===== src/rtl/mmio_port_unit.sv =====
`default_nettype none
// ============================================================================
// Module   : mmio_port_unit
// Purpose  : Memory-mapped I/O responder on the MEM-stage data bus. It sits in
//            parallel with data_memory and answers loads/stores that fall in a
//            32-byte window at BASE_ADDR. It provides a 32-bit output port, a
//            synchronised and change-detected 8-bit input port, and a byte TX
//            FIFO drained over a valid/ready handshake.
//
// Register map (byte offset, decoded from address[4:2]):
//   0x00 PORT_OUT  RW  full 32-bit output port
//   0x04 PORT_IN   RO  {24'b0, in_sync}
//   0x08 STATUS    RW  [3:0] = {ovf, empty, full, chg}; ovf/chg are W1C
//   0x0C TX_DATA   WO  store pushes in_data[7:0]; loads return 0
//   0x10 IRQ_EN    RW  [1:0] = {ovf_en, chg_en} (only with MMIO_IRQ_EN)
//
// Ports:
//   clk           single clock, rising edge
//   reset         asynchronous, active-low reset
//   read_enable   MEM-stage load strobe
//   write_enable  MEM-stage store strobe
//   address       byte address
//   in_data       store data
//   out_data      combinational load data
//   hit           combinational window match
//   PortIn        asynchronous external input pins
//   PortOut       registered output port
//   tx_data       FIFO head byte (0 when empty)
//   tx_valid      FIFO non-empty
//   tx_ready      consumer accepts head
//   irq           interrupt request
//
// Configuration macro:
//   MMIO_IRQ_EN   when defined, adds the IRQ_EN register and a registered irq;
//                 otherwise offset 0x10 is unused and irq is tied low.
//
// Revision : 1.0 - initial release
// ============================================================================
module mmio_port_unit #(
    parameter logic [31:0] BASE_ADDR  = 32'h1001_FF00,
    parameter int          FIFO_DEPTH = 4
) (
    input  logic        clk,
    input  logic        reset,
    input  logic        read_enable,
    input  logic        write_enable,
    input  logic [31:0] address,
    input  logic [31:0] in_data,
    output logic [31:0] out_data,
    output logic        hit,
    input  logic [7:0]  PortIn,
    output logic [31:0] PortOut,
    output logic [7:0]  tx_data,
    output logic        tx_valid,
    input  logic        tx_ready,
    output logic        irq
);

    localparam int AW = $clog2(FIFO_DEPTH);

    localparam logic [2:0]  OFF_PORT_OUT = 3'd0;
    localparam logic [2:0]  OFF_PORT_IN  = 3'd1;
    localparam logic [2:0]  OFF_STATUS   = 3'd2;
    localparam logic [2:0]  OFF_TX_DATA  = 3'd3;
`ifdef MMIO_IRQ_EN
    localparam logic [2:0]  OFF_IRQ_EN   = 3'd4;
`endif
    localparam logic [AW:0] PTR_ONE      = {{AW{1'b0}}, 1'b1};

    // ------------------------------------------------------------------
    // Address decode
    // ------------------------------------------------------------------
    logic [2:0] reg_off;
    logic       wr_hit;

    assign hit     = (address[31:5] == BASE_ADDR[31:5]);
    assign reg_off = address[4:2];
    assign wr_hit  = hit & write_enable;

    // Byte lane bits are ignored and loads carry no side effects, so the
    // load strobe does not participate in any state update.
    logic w_unused;
    assign w_unused = &{1'b0, address[1:0], read_enable};

    logic wr_port_out;
    logic wr_status;
    logic push_req;

    assign wr_port_out = wr_hit & (reg_off == OFF_PORT_OUT);
    assign wr_status   = wr_hit & (reg_off == OFF_STATUS);
    assign push_req    = wr_hit & (reg_off == OFF_TX_DATA);

    // ------------------------------------------------------------------
    // Output port
    // ------------------------------------------------------------------
    logic [31:0] port_out_q;
    logic [31:0] port_out_d;

    always_comb begin
        port_out_d = port_out_q;
        if (wr_port_out) begin
            port_out_d = in_data;
        end
    end

    always_ff @(posedge clk or negedge reset) begin
        if (!reset) begin
            port_out_q <= 32'd0;
        end else begin
            port_out_q <= port_out_d;
        end
    end

    assign PortOut = port_out_q;

    // ------------------------------------------------------------------
    // Input port: two-flop synchroniser plus a history register for
    // change detection.
    // ------------------------------------------------------------------
    logic [7:0] sync1_q;
    logic [7:0] sync2_q;
    logic [7:0] prev_q;

    always_ff @(posedge clk or negedge reset) begin
        if (!reset) begin
            sync1_q <= 8'd0;
            sync2_q <= 8'd0;
            prev_q  <= 8'd0;
        end else begin
            sync1_q <= PortIn;
            sync2_q <= sync1_q;
            prev_q  <= sync2_q;
        end
    end

    // ------------------------------------------------------------------
    // TX FIFO: circular buffer, pointers carry one extra wrap bit.
    // ------------------------------------------------------------------
    logic [AW:0] wr_ptr_q;
    logic [AW:0] wr_ptr_d;
    logic [AW:0] rd_ptr_q;
    logic [AW:0] rd_ptr_d;
    logic [7:0]  fifo_mem_q [FIFO_DEPTH];

    logic fifo_empty;
    logic fifo_full;
    logic pop;
    logic push_ok;
    logic push_drop;

    assign fifo_empty = (wr_ptr_q == rd_ptr_q);
    assign fifo_full  = (wr_ptr_q[AW] != rd_ptr_q[AW]) &&
                        (wr_ptr_q[AW-1:0] == rd_ptr_q[AW-1:0]);
    assign pop        = ~fifo_empty & tx_ready;
    // A push into a full FIFO still fits if the head leaves on the same edge.
    assign push_ok    = push_req & (~fifo_full | pop);
    assign push_drop  = push_req & ~push_ok;

    always_comb begin
        wr_ptr_d = wr_ptr_q;
        rd_ptr_d = rd_ptr_q;
        if (push_ok) begin
            wr_ptr_d = wr_ptr_q + PTR_ONE;
        end
        if (pop) begin
            rd_ptr_d = rd_ptr_q + PTR_ONE;
        end
    end

    always_ff @(posedge clk or negedge reset) begin
        if (!reset) begin
            wr_ptr_q <= '0;
            rd_ptr_q <= '0;
        end else begin
            wr_ptr_q <= wr_ptr_d;
            rd_ptr_q <= rd_ptr_d;
        end
    end

    // Storage needs no reset: tx_data is masked while the FIFO is empty.
    always_ff @(posedge clk) begin
        if (push_ok) begin
            fifo_mem_q[wr_ptr_q[AW-1:0]] <= in_data[7:0];
        end
    end

    assign tx_valid = ~fifo_empty;
    assign tx_data  = fifo_empty ? 8'd0 : fifo_mem_q[rd_ptr_q[AW-1:0]];

    // ------------------------------------------------------------------
    // Sticky status bits. The set term is applied after the W1C clear so
    // that a new event is never lost to a coincident clear.
    // ------------------------------------------------------------------
    logic chg_q;
    logic chg_d;
    logic ovf_q;
    logic ovf_d;

    always_comb begin
        chg_d = chg_q;
        ovf_d = ovf_q;
        if (wr_status && in_data[0]) begin
            chg_d = 1'b0;
        end
        if (wr_status && in_data[3]) begin
            ovf_d = 1'b0;
        end
        if (sync2_q != prev_q) begin
            chg_d = 1'b1;
        end
        if (push_drop) begin
            ovf_d = 1'b1;
        end
    end

    always_ff @(posedge clk or negedge reset) begin
        if (!reset) begin
            chg_q <= 1'b0;
            ovf_q <= 1'b0;
        end else begin
            chg_q <= chg_d;
            ovf_q <= ovf_d;
        end
    end

    // ------------------------------------------------------------------
    // Interrupt
    // ------------------------------------------------------------------
`ifdef MMIO_IRQ_EN
    logic [1:0] irq_en_q;
    logic [1:0] irq_en_d;
    logic       irq_q;
    logic       irq_d;

    always_comb begin
        irq_en_d = irq_en_q;
        if (wr_hit && (reg_off == OFF_IRQ_EN)) begin
            irq_en_d = in_data[1:0];
        end
        irq_d = (chg_q & irq_en_q[0]) | (ovf_q & irq_en_q[1]);
    end

    always_ff @(posedge clk or negedge reset) begin
        if (!reset) begin
            irq_en_q <= 2'b00;
            irq_q    <= 1'b0;
        end else begin
            irq_en_q <= irq_en_d;
            irq_q    <= irq_d;
        end
    end

    assign irq = irq_q;
`else
    assign irq = 1'b0;
`endif

    // ------------------------------------------------------------------
    // Load data: reflects current (pre-write) state.
    // ------------------------------------------------------------------
    logic [31:0] rdata;

    always_comb begin
        rdata = 32'd0;
        case (reg_off)
            OFF_PORT_OUT: rdata = port_out_q;
            OFF_PORT_IN:  rdata = {24'd0, sync2_q};
            OFF_STATUS:   rdata = {28'd0, ovf_q, fifo_empty, fifo_full, chg_q};
`ifdef MMIO_IRQ_EN
            OFF_IRQ_EN:   rdata = {30'd0, irq_en_q};
`endif
            default:      rdata = 32'd0;
        endcase
    end

    assign out_data = hit ? rdata : 32'd0;

endmodule
`default_nettype wire


===== config.mk =====
export PLATFORM = sky130hd
export DESIGN_NAME = mmio_port_unit
export DESIGN_NICKNAME = d
export VERILOG_FILES = /design/src/rtl/mmio_port_unit.sv
export SDC_FILE = /design/constraint.sdc
export NUM_CORES = 1
export LEC_CHECK = 0
export CELL_PAD_IN_SITES_DETAIL_PLACEMENT = 1
export CELL_PAD_IN_SITES_GLOBAL_PLACEMENT = 1
export CORE_MARGIN = 3
export CORE_UTILIZATION = 32
export DETAILED_ROUTE_END_ITERATION = 10
export PLACE_DENSITY = 0.81
export SLEW_MARGIN = 40
export SYNTH_ARGS = -nofsm -noshare
export SYNTH_HDL_FRONTEND = slang
export SYNTH_SLANG_ARGS = --single-unit

===== constraint.sdc =====
create_clock -name clk -period 3.6 [get_ports clk]
set_clock_uncertainty 0.05 [all_clocks]
set_input_delay 0.72 -clock clk [delete_from_list [all_inputs] [get_ports clk]]
set_output_delay 0.72 -clock clk [all_outputs]
set_load 0.1 [all_outputs]

==> impl.org, run 1 <==
** Outcome
- Run status :: finished, violations left
- Violated checks :: setup timing

** Detailed routing
- Routed length per placed instance :: 20.2 um
- After detailed routing, the number of vias per cell comes to 4.76.
- The detailed router finished its first iteration with 79 violations.
- Wirelength, routed :: 12800 um
- Final routed DRC violation total :: 0
- The detail route stage leaves a number of antenna-violating nets equal to 0.
- TritonRoute pass-1 iters :: 4
- Total via count after detailed routing :: 3025

** Floorplan
- Once the floorplan was initialized, standard cells occupied 33.3% of the core.
- Vertical die dimension :: 119 um
- Count of boundary I/O pins :: 152
- The die covers 0.0141 mm2.
- Core Area :: 0.0122 mm2
- From left edge to right edge, the die measures 119 um.
- Number of placement rows :: 40

** Finish
- Relative to the synthesized area, the layout overhead comes to 65.0%.
- Number of nets in the final layout :: 545
- Number of diodes :: 0
- Leading cell type in the layout, fill and taps excluded :: dfrtp_1
- After routing the design area is 0.00671 mm2.
- Most frequent cells in the layout :: 64 x dfrtp_1, 47 x clkdlybuf4s50_1, 45 x buf_4
- Share of post-route cells with drive strength above 1 :: 44.9%

** Setup path
- CP startpoint kind :: input pin
- Type of the worst setup path :: in -> out
- STA puts the critical path data required time at 2.83 ns.
- Worst-path fanout max :: 6
- Setup slack on the worst reg-to-reg path comes out at 1.29 ns.
- Worst Setup SP :: address[10]
- The worst setup path is captured at a primary output.
- Worst R2R Start :: rd_ptr_q[0]$_DFFE_PN0P_
- For the worst setup path, the data arrival time is 2.97 ns.

** Clocking
- Sink count of the clock tree :: 96
- After clock tree synthesis, the clock-pin slew on the worst setup and hold paths is 0.05 ns.
- In this run, CTS created clock tree buffers numbering 9.
- The H-tree was split into 3 levels.
- TritonCTS clock tree :: yes
- Counting along the longest clock path gives a buffer depth of 2.
- Source-to-sink clock delay at the later pin of the worst-skew pair :: 0.34 ns
- Cell at the root of the clock tree :: clkbuf_16
- Buffers inserted to repair hold after CTS numbered 0.

** Global routing
- The via count of the first global-routing pass came to 3363.
- Number of antenna violations at the first check in global routing :: 0
- Global routing used 17.7% of the available tracks across all layers.
- Remaining global-route overflow :: 0
- The first global-routing pass estimated 19100 um of wire.
- Entering global routing, the biggest net connects 41 pins.

** Timing
- Timing would allow up to 0.267 GHz.
- Final TNS setup :: -2.23 ns
- Setup slack on the critical path of the routed design comes to -0.140 ns.
- Fin crit share :: 104%
- The count of final max-slew check failures came to 0.
- Setup violations remaining at the end of the flow were counted as 27.
- Across all hold checks on the routed design, the worst slack comes to 0.299 ns.
- Relative slew slack :: 55.0%
- The routed design could run at a clock period as short as 3.74 ns.
- Transition at the pin with the smallest max-transition slack :: 0.675 ns
- The count of endpoints failing hold in the final timing report was 0.
- Setup repair after global routing could not meet its margin everywhere.

** Placed design
- The congestion estimate from routability-driven global placement came to 0.720.
- The placed instances occupy a cell area of 0.00615 mm2.
- DP HPWL :: 8580 um
- Setup slack at placement :: -0.448 ns
- Number of port buffers :: 147

** Pwr
- Total power for the finished layout comes to 0.00307 W.
- Across the VDD grid, the largest voltage drop is 0.000274 V.
- In this run the static leakage power is 2.98 nW.
- Areal power density over the cells :: 458 mW/mm2

** Synth
- In the synthesized netlist, the number of instances is 276.
- Number of warnings reported in the yosys synthesis log :: 0
- Sequential cell area fraction in the yosys report :: 63.0%
- Yosys mapped the design onto 34 distinct sky130hd cell types.
- Post-Synthesis Mean Instance Area :: 14.7 um2
- Counting every net in the synthesized netlist gives 358.
- Synth Cell Area :: 0.00407 mm2
- Register bit count reported by yosys :: 96

** Run
- Number of max-cap violations :: 0

** Worst hold path
- Path type of the worst min-delay path :: reg -> reg
- Source of the worst hold timing path :: sync1_q[3]$_DFF_PN0_
[repair_timing]
item                                    4_1_cts  5_1_grt
cloned                                        2        0
endpoints found under the setup margin       32       33
resized for setup                            53       12
buffers inserted                             22        3
pin swaps                                    15       16
[logic make-up (layout without fill, tap and decap cells)]
group	Yosys count	count (layout)	synth area share, %
AOI/OAI and AO/OA	8	8	1.11
DFF	96	96	63.0
adders and majority gates	5	5	1.54
other	1	1	0.0922
muxes	49	49	15.6
and+or+nand+nor	84	84	13.0
buffers and inverters	17	209	2.24
xor gates and xnor gates	16	16	3.44
[final timing paths]
check / to / depth (start not counted)
min: sync2_q[3]$_DFF_PN0_ / 0
max: out_data[19] / 9
max reg2reg: fifo_mem_q[0][7]$_DFFE_PP_ / 6
min reg2reg: sync2_q[3]$_DFF_PN0_ / 0
min in group asynchronous: PortOut[23]$_DFFE_PN0P_ / 1
max in group asynchronous: sync2_q[3]$_DFF_PN0_ / 2
[layout make-up]
cell class,count,area [um2]
inverter,3,11.3
clock inverter,2,10.0
timing repair buffer,190,2040
tap,168,210
fill,1230,5500
clock buffer,14,244
multi-input combinational,163,1630
sequential,96,2560
[flip-flops by register name (all words and copies together) (netlist names)]
signal,count
chg_q,1
rd_ptr_q,3
fifo_mem_q,32
PortOut,32
sync1_q,8
sync2_q,8
wr_ptr_q,3
prev_q,8
ovf_q,1
[Yosys cell counts]
master | count | area share (%)
dfrtp_1 | 64 | 39
edfxtp_1 | 32 | 24
and2_1 | 27 | 4.2
mux2_2 | 27 | 7.5
xor2_1 | 12 | 2.6
nor2b_1 | 10 | 1.5
clkbuf_1 | 9 | 0.83
nor3_1 | 9 | 1.1
mux4_2 | 8 | 4.4
mux2_1 | 7 | 1.9
mux2i_1 | 7 | 1.7
nor4_1 | 6 | 0.92
ha_1 | 5 | 1.5
nand3_1 | 5 | 0.61
nor2_1 | 5 | 0.46
nand4_1 | 4 | 0.61
nand4b_1 | 4 | 0.86
or4_1 | 4 | 0.74
xnor2_1 | 4 | 0.86
a21oi_1 | 3 | 0.37
buf_6 | 3 | 0.83
inv_1 | 3 | 0.28
nand2_1 | 3 | 0.28
o21ai_0 | 3 | 0.37
nand2b_1 | 2 | 0.31
nand3b_1 | 2 | 0.37
a21o_1 | 1 | 0.18
buf_2 | 1 | 0.12
buf_4 | 1 | 0.18
conb_1 | 1 | 0.092
nand4bb_1 | 1 | 0.28
nor4b_1 | 1 | 0.22
nor4b_4 | 1 | 0.58
o211ai_1 | 1 | 0.18
[per-stage QoR]
stage	utilization [%]	cells
floorplan	-	276
global placement	51.5	595
detailed placement	50.4	595
CTS	54.6	635
global route	55.0	636
finish	55.0	636
[power breakdown]
group          switching, W  internal, W
Combinational      0.000658     0.000317
Sequential        0.0000816      0.00116
Clock              0.000386     0.000468
Total               0.00113      0.00195
[metal layers]
layer,vias up,GRT usage (%),share of wire (%)
met5,-,0,0
li1,1370,-,-
met3,34,3.64,3.6
met2,86,31.0,55
met4,0,8.18,3.5
met1,1535,20.8,38
[worst max-delay path: stages]
cell and delay [ns]:
dlygate4sd2_1 0.23, nand4b_1 0.13, or4_4 0.53, or4_4 0.53
nor3_4 0.21, buf_6 0.18, buf_16 0.12, and2_4 0.15
buf_12 0.16
No activity file was read; power rests on OpenSTA's default activity.
==> run 2, diff against run 1 <==
--- a/config.mk
+++ b/config.mk
@@ -8,9 +8,9 @@
 export CELL_PAD_IN_SITES_DETAIL_PLACEMENT = 1
 export CELL_PAD_IN_SITES_GLOBAL_PLACEMENT = 1
 export CORE_MARGIN = 3
-export CORE_UTILIZATION = 32
+export CORE_UTILIZATION = 30
 export DETAILED_ROUTE_END_ITERATION = 10
-export PLACE_DENSITY = 0.81
+export PLACE_DENSITY = 0.77
 export SLEW_MARGIN = 40
 export SYNTH_ARGS = -nofsm -noshare
 export SYNTH_HDL_FRONTEND = slang
==> run 2 against run 1 <==
Compared with the run above:
- the flow still finishes with violations (setup timing)
- global-route usage is 0.37 points lower
- combinational power is 0.6% lower
- register-to-register slack hardly changed
- sequential power hardly changed
- first-iteration DRC count is 33% higher
- hold slack worse by 0.065 ns
- wire length is 1.1% lower
- flip-flop and latch count stayed put
- largest cell class unchanged
- highest routed layer unchanged
==> impl.org, run 2 (synthesis results as in run 1) <==
** Floorplan
- The initial cell density of the core is 31.5% (-1.8 points).
- The boundary pin count was 152 (unchanged).
- The width of the chip is 122 um (+3.1%).
- Number of placement rows :: 41 (+2.5%)
- The full die area is 0.0150 mm2 (+6.3%).
- The die outline height was 122 um (+3.1%).
- Core Area :: 0.0129 mm2 (+5.9%)

** Placed design
- The sum of net half-perimeters after detailed placement is 8660 um (+0.91%).
- Number of port buffers :: 147 (unchanged)
- The weighted congestion at the end of routability-driven global placement was 0.749 (+4.0%).

** Outcome
- The flow ran to the end, but the final reports show violations.
- Violated checks :: setup timing

** Finish
- Number of nets in the final layout :: 549 (+0.73%)
- From synthesis to final layout, the design area changed by 68.1%.
- Number of diodes :: 0 (unchanged)
- The area of combinational cells with multiple inputs is 0.00165 mm2 (+1.0%).
- Filler cell count :: 1295 (+5.3%)
- Share of post-route cells with drive strength above 1 :: 46.8% (+2.0 points)
- Leading cell type in the layout, fill and taps excluded :: dfrtp_1
- Reg area :: 0.00256 mm2 (unchanged)
- Most frequent cells in the layout :: 64 x dfrtp_1, 53 x clkdlybuf4s50_1, 46 x buf_4

** Setup path
- Worst R2R Start :: rd_ptr_q[0]$_DFFE_PN0P_
- In this run the critical register-to-register path is captured at fifo_mem_q[2][1]$_DFFE_PP_.
- The most critical setup path has its endpoint at out_data[23].
- Cells on worst reg2reg path :: 6 (unchanged)
- The worst setup path is launched from an input pin.
- Tracing the worst setup path back leads to its startpoint at address[5].
- The worst endpoint required time was 2.83 ns (about the same).
- The data arrival time of the worst path was 2.99 ns (+0.02 ns).
- Type of the worst setup path :: in -> out
- Minimum setup slack among reg-to-reg paths :: 1.28 ns (about the same)
- Worst-path fanout max :: 6 (unchanged)
- STA classifies the critical path endpoint as a primary output.

** Timing
- The setup slack after layout came to -0.165 ns (-0.0242 ns).
- The count of endpoints failing hold in the final timing report was 0 (unchanged).
- Setup repair after global routing could not meet its margin everywhere.
- The setup-violating endpoint count in the final report came to 26 (-3.7%).
- Number of slew-limit violations in the final report :: 0 (unchanged)
- Fin crit share :: 105% (+0.67 points)
- Relative slew slack :: 53.9% (-1.2 points)
- The maximum clock frequency came to 0.266 GHz (-0.64%).
- Min Clock Period, post-route :: 3.76 ns (+0.0242 ns)
- Worst hold slack :: 0.234 ns (-0.0649 ns)
- Transition at the pin with the smallest max-transition slack :: 0.692 ns (+0.0173 ns)

** Global routing
- The maximum number of pins on one net before global-route repair is 48 (+17%).
- The global-route wire length before repair is 19300 um (+1.3%).
- Number of global-route vias before repair :: 3400 (+1.1%)
- The met1 layer usage reported by global route came to 19.9% (-0.91 points).
- Remaining global-route overflow :: 0 (unchanged)
- The global-route total usage across every layer came to 17.3% (-0.37 points).
- The initial antenna violation count came to 0 (unchanged).
- Busiest metal layer after global routing :: met2
- The met2 usage was 31.0% (-0.096 points).
- Global routing met3 resource utilization :: 4.56% (+0.93 points)

** Detailed routing
- TritonRoute pass-1 iters :: 4 (unchanged)
- Final routed DRC violation total :: 0 (unchanged)
- The DRC marker count from the first detailed-route iteration was 105 (+33%).
- The remaining antenna violation count is 0 (unchanged).
- The routed length per placed instance was 19.7 um (-2.3%).
- The via count normalized by instance count is 4.66 (-2.1%).
- Wirelength, routed :: 12700 um (-1.1%)
- Total via count after detailed routing :: 3000 (-0.83%)

** Pwr
- The peak ir drop on the vdd network is 0.000257 V (-6.4%).
- The leakage power total was 2.98 nW (about the same).
- Areal power density over the cells :: 468 mW/mm2 (+2.3%)
- Final Total Pwr :: 0.00320 W (+4.2%)

** Run
- The number of max-capacitance violations reported was 0 (unchanged).

** Clocking
- The worst-case clock buffer depth came to 2 (unchanged).
- The clock network latency to the later pin of the worst-skew pair came to 0.35 ns (about the same).
- TritonCTS Buffers :: 9 (unchanged)
- CTS placed an instance of clkbuf_16 at the clock tree root.
- TritonCTS clock tree :: yes
- Clock-pin slew on the worst setup and hold paths :: 0.07 ns (+0.02 ns)
- The count of H-tree levels built during CTS was 3 (unchanged).
- Sink count of the clock tree :: 96 (unchanged)

** Worst hold path
- The min-delay analysis places its worst path in the category in -> async.
-- run 2: cell count changes in the layout (fill, tap and decap cells not counted), moves of 2 or more --
cell	previous run	this run
clkbuf_1	5	1
dlymetal6s2s_1	7	1
clkinv_2	2	0
buf_12	36	40
clkbuf_2	0	3
clkdlybuf4s50_1	47	53
clkinvlp_4	0	2
inv_8	0	2
-- run 2: report_power, final --
part / leakage, nW / internal [W] / total, W / switching (W)
logic: 1.73 / 0.000318 / 0.000969 / 0.000651
clock network: 0.143 / 0.000551 / 0.000987 / 0.000436
registers: 1.11 / 0.00116 / 0.00124 / 0.0000825
-- run 2: routing by layer --
layer  vias up  wire (um)
li1       1377          -
met1      1532       4850
met2        71       7040
met3        20        549
met4         0        260
met5         -          0
-- run 2: repair_timing --
item,4_1_cts,5_1_grt
pin swaps,15,7
endpoints found under the hold margin,0,0
gates resized for setup,51,13
endpoints found under the setup margin,32,30
hold buffers,0,0
buffers inserted,24,7
cloned,3,0
-- run 2: worst min-delay path by stage --
| stage | startpoint | cells after the start | slack (ns) | endpoint |
|---|---|---|---|---|
| after floorplan | sync1_q[0]$_DFF_PN0_ | 0 | 0.28 | sync2_q[0]$_DFF_PN0_ |
| after global placement | sync1_q[5]$_DFF_PN0_ | 0 | 0.28 | sync2_q[5]$_DFF_PN0_ |
| after detailed placement | sync1_q[5]$_DFF_PN0_ | 0 | 0.29 | sync2_q[5]$_DFF_PN0_ |
| after CTS | reset | 1 | 0.24 | sync1_q[3]$_DFF_PN0_ |
| after global routing | reset | 1 | 0.25 | sync1_q[3]$_DFF_PN0_ |
| final | reset | 1 | 0.23 | sync1_q[3]$_DFF_PN0_ |
-- run 2: final cells by class --
type                    instances  area share (%)
well taps                     172            3.15
clock buffers                  10            3.35
inverters                       3           0.165
multi-input cells             163            24.1
repair buffers                194            30.6
flip-flops and latches         96            37.5
clock inverters                 6            1.12
-- run 2: through the flow --
| step | TNS (ns) | cell area, um2 | util (%) | setup WS, ns | instances |
|---|---|---|---|---|---|
| global route | -4.59 | 6840 | 52.9 | -0.211 | 644 |
| global placement | -22.69 | 6310 | 48.8 | -0.386 | 599 |
| floorplan | -1.66 | 4230 | - | -0.263 | 276 |
| finish | -3.14 | 6840 | 52.9 | -0.165 | 644 |
| detailed placement | -24.91 | 6170 | 47.7 | -0.433 | 599 |
| CTS | -3.91 | 6790 | 52.5 | -0.170 | 641 |
-- run 2: critical path: stages --
cell	delay, ns
buf_6	0.09
nand4bb_4	0.21
or4_4	0.56
or4_4	0.53
nor3_4	0.18
buf_12	0.13
buf_12	0.12
buf_12	0.12
and2_4	0.15
buf_12	0.17
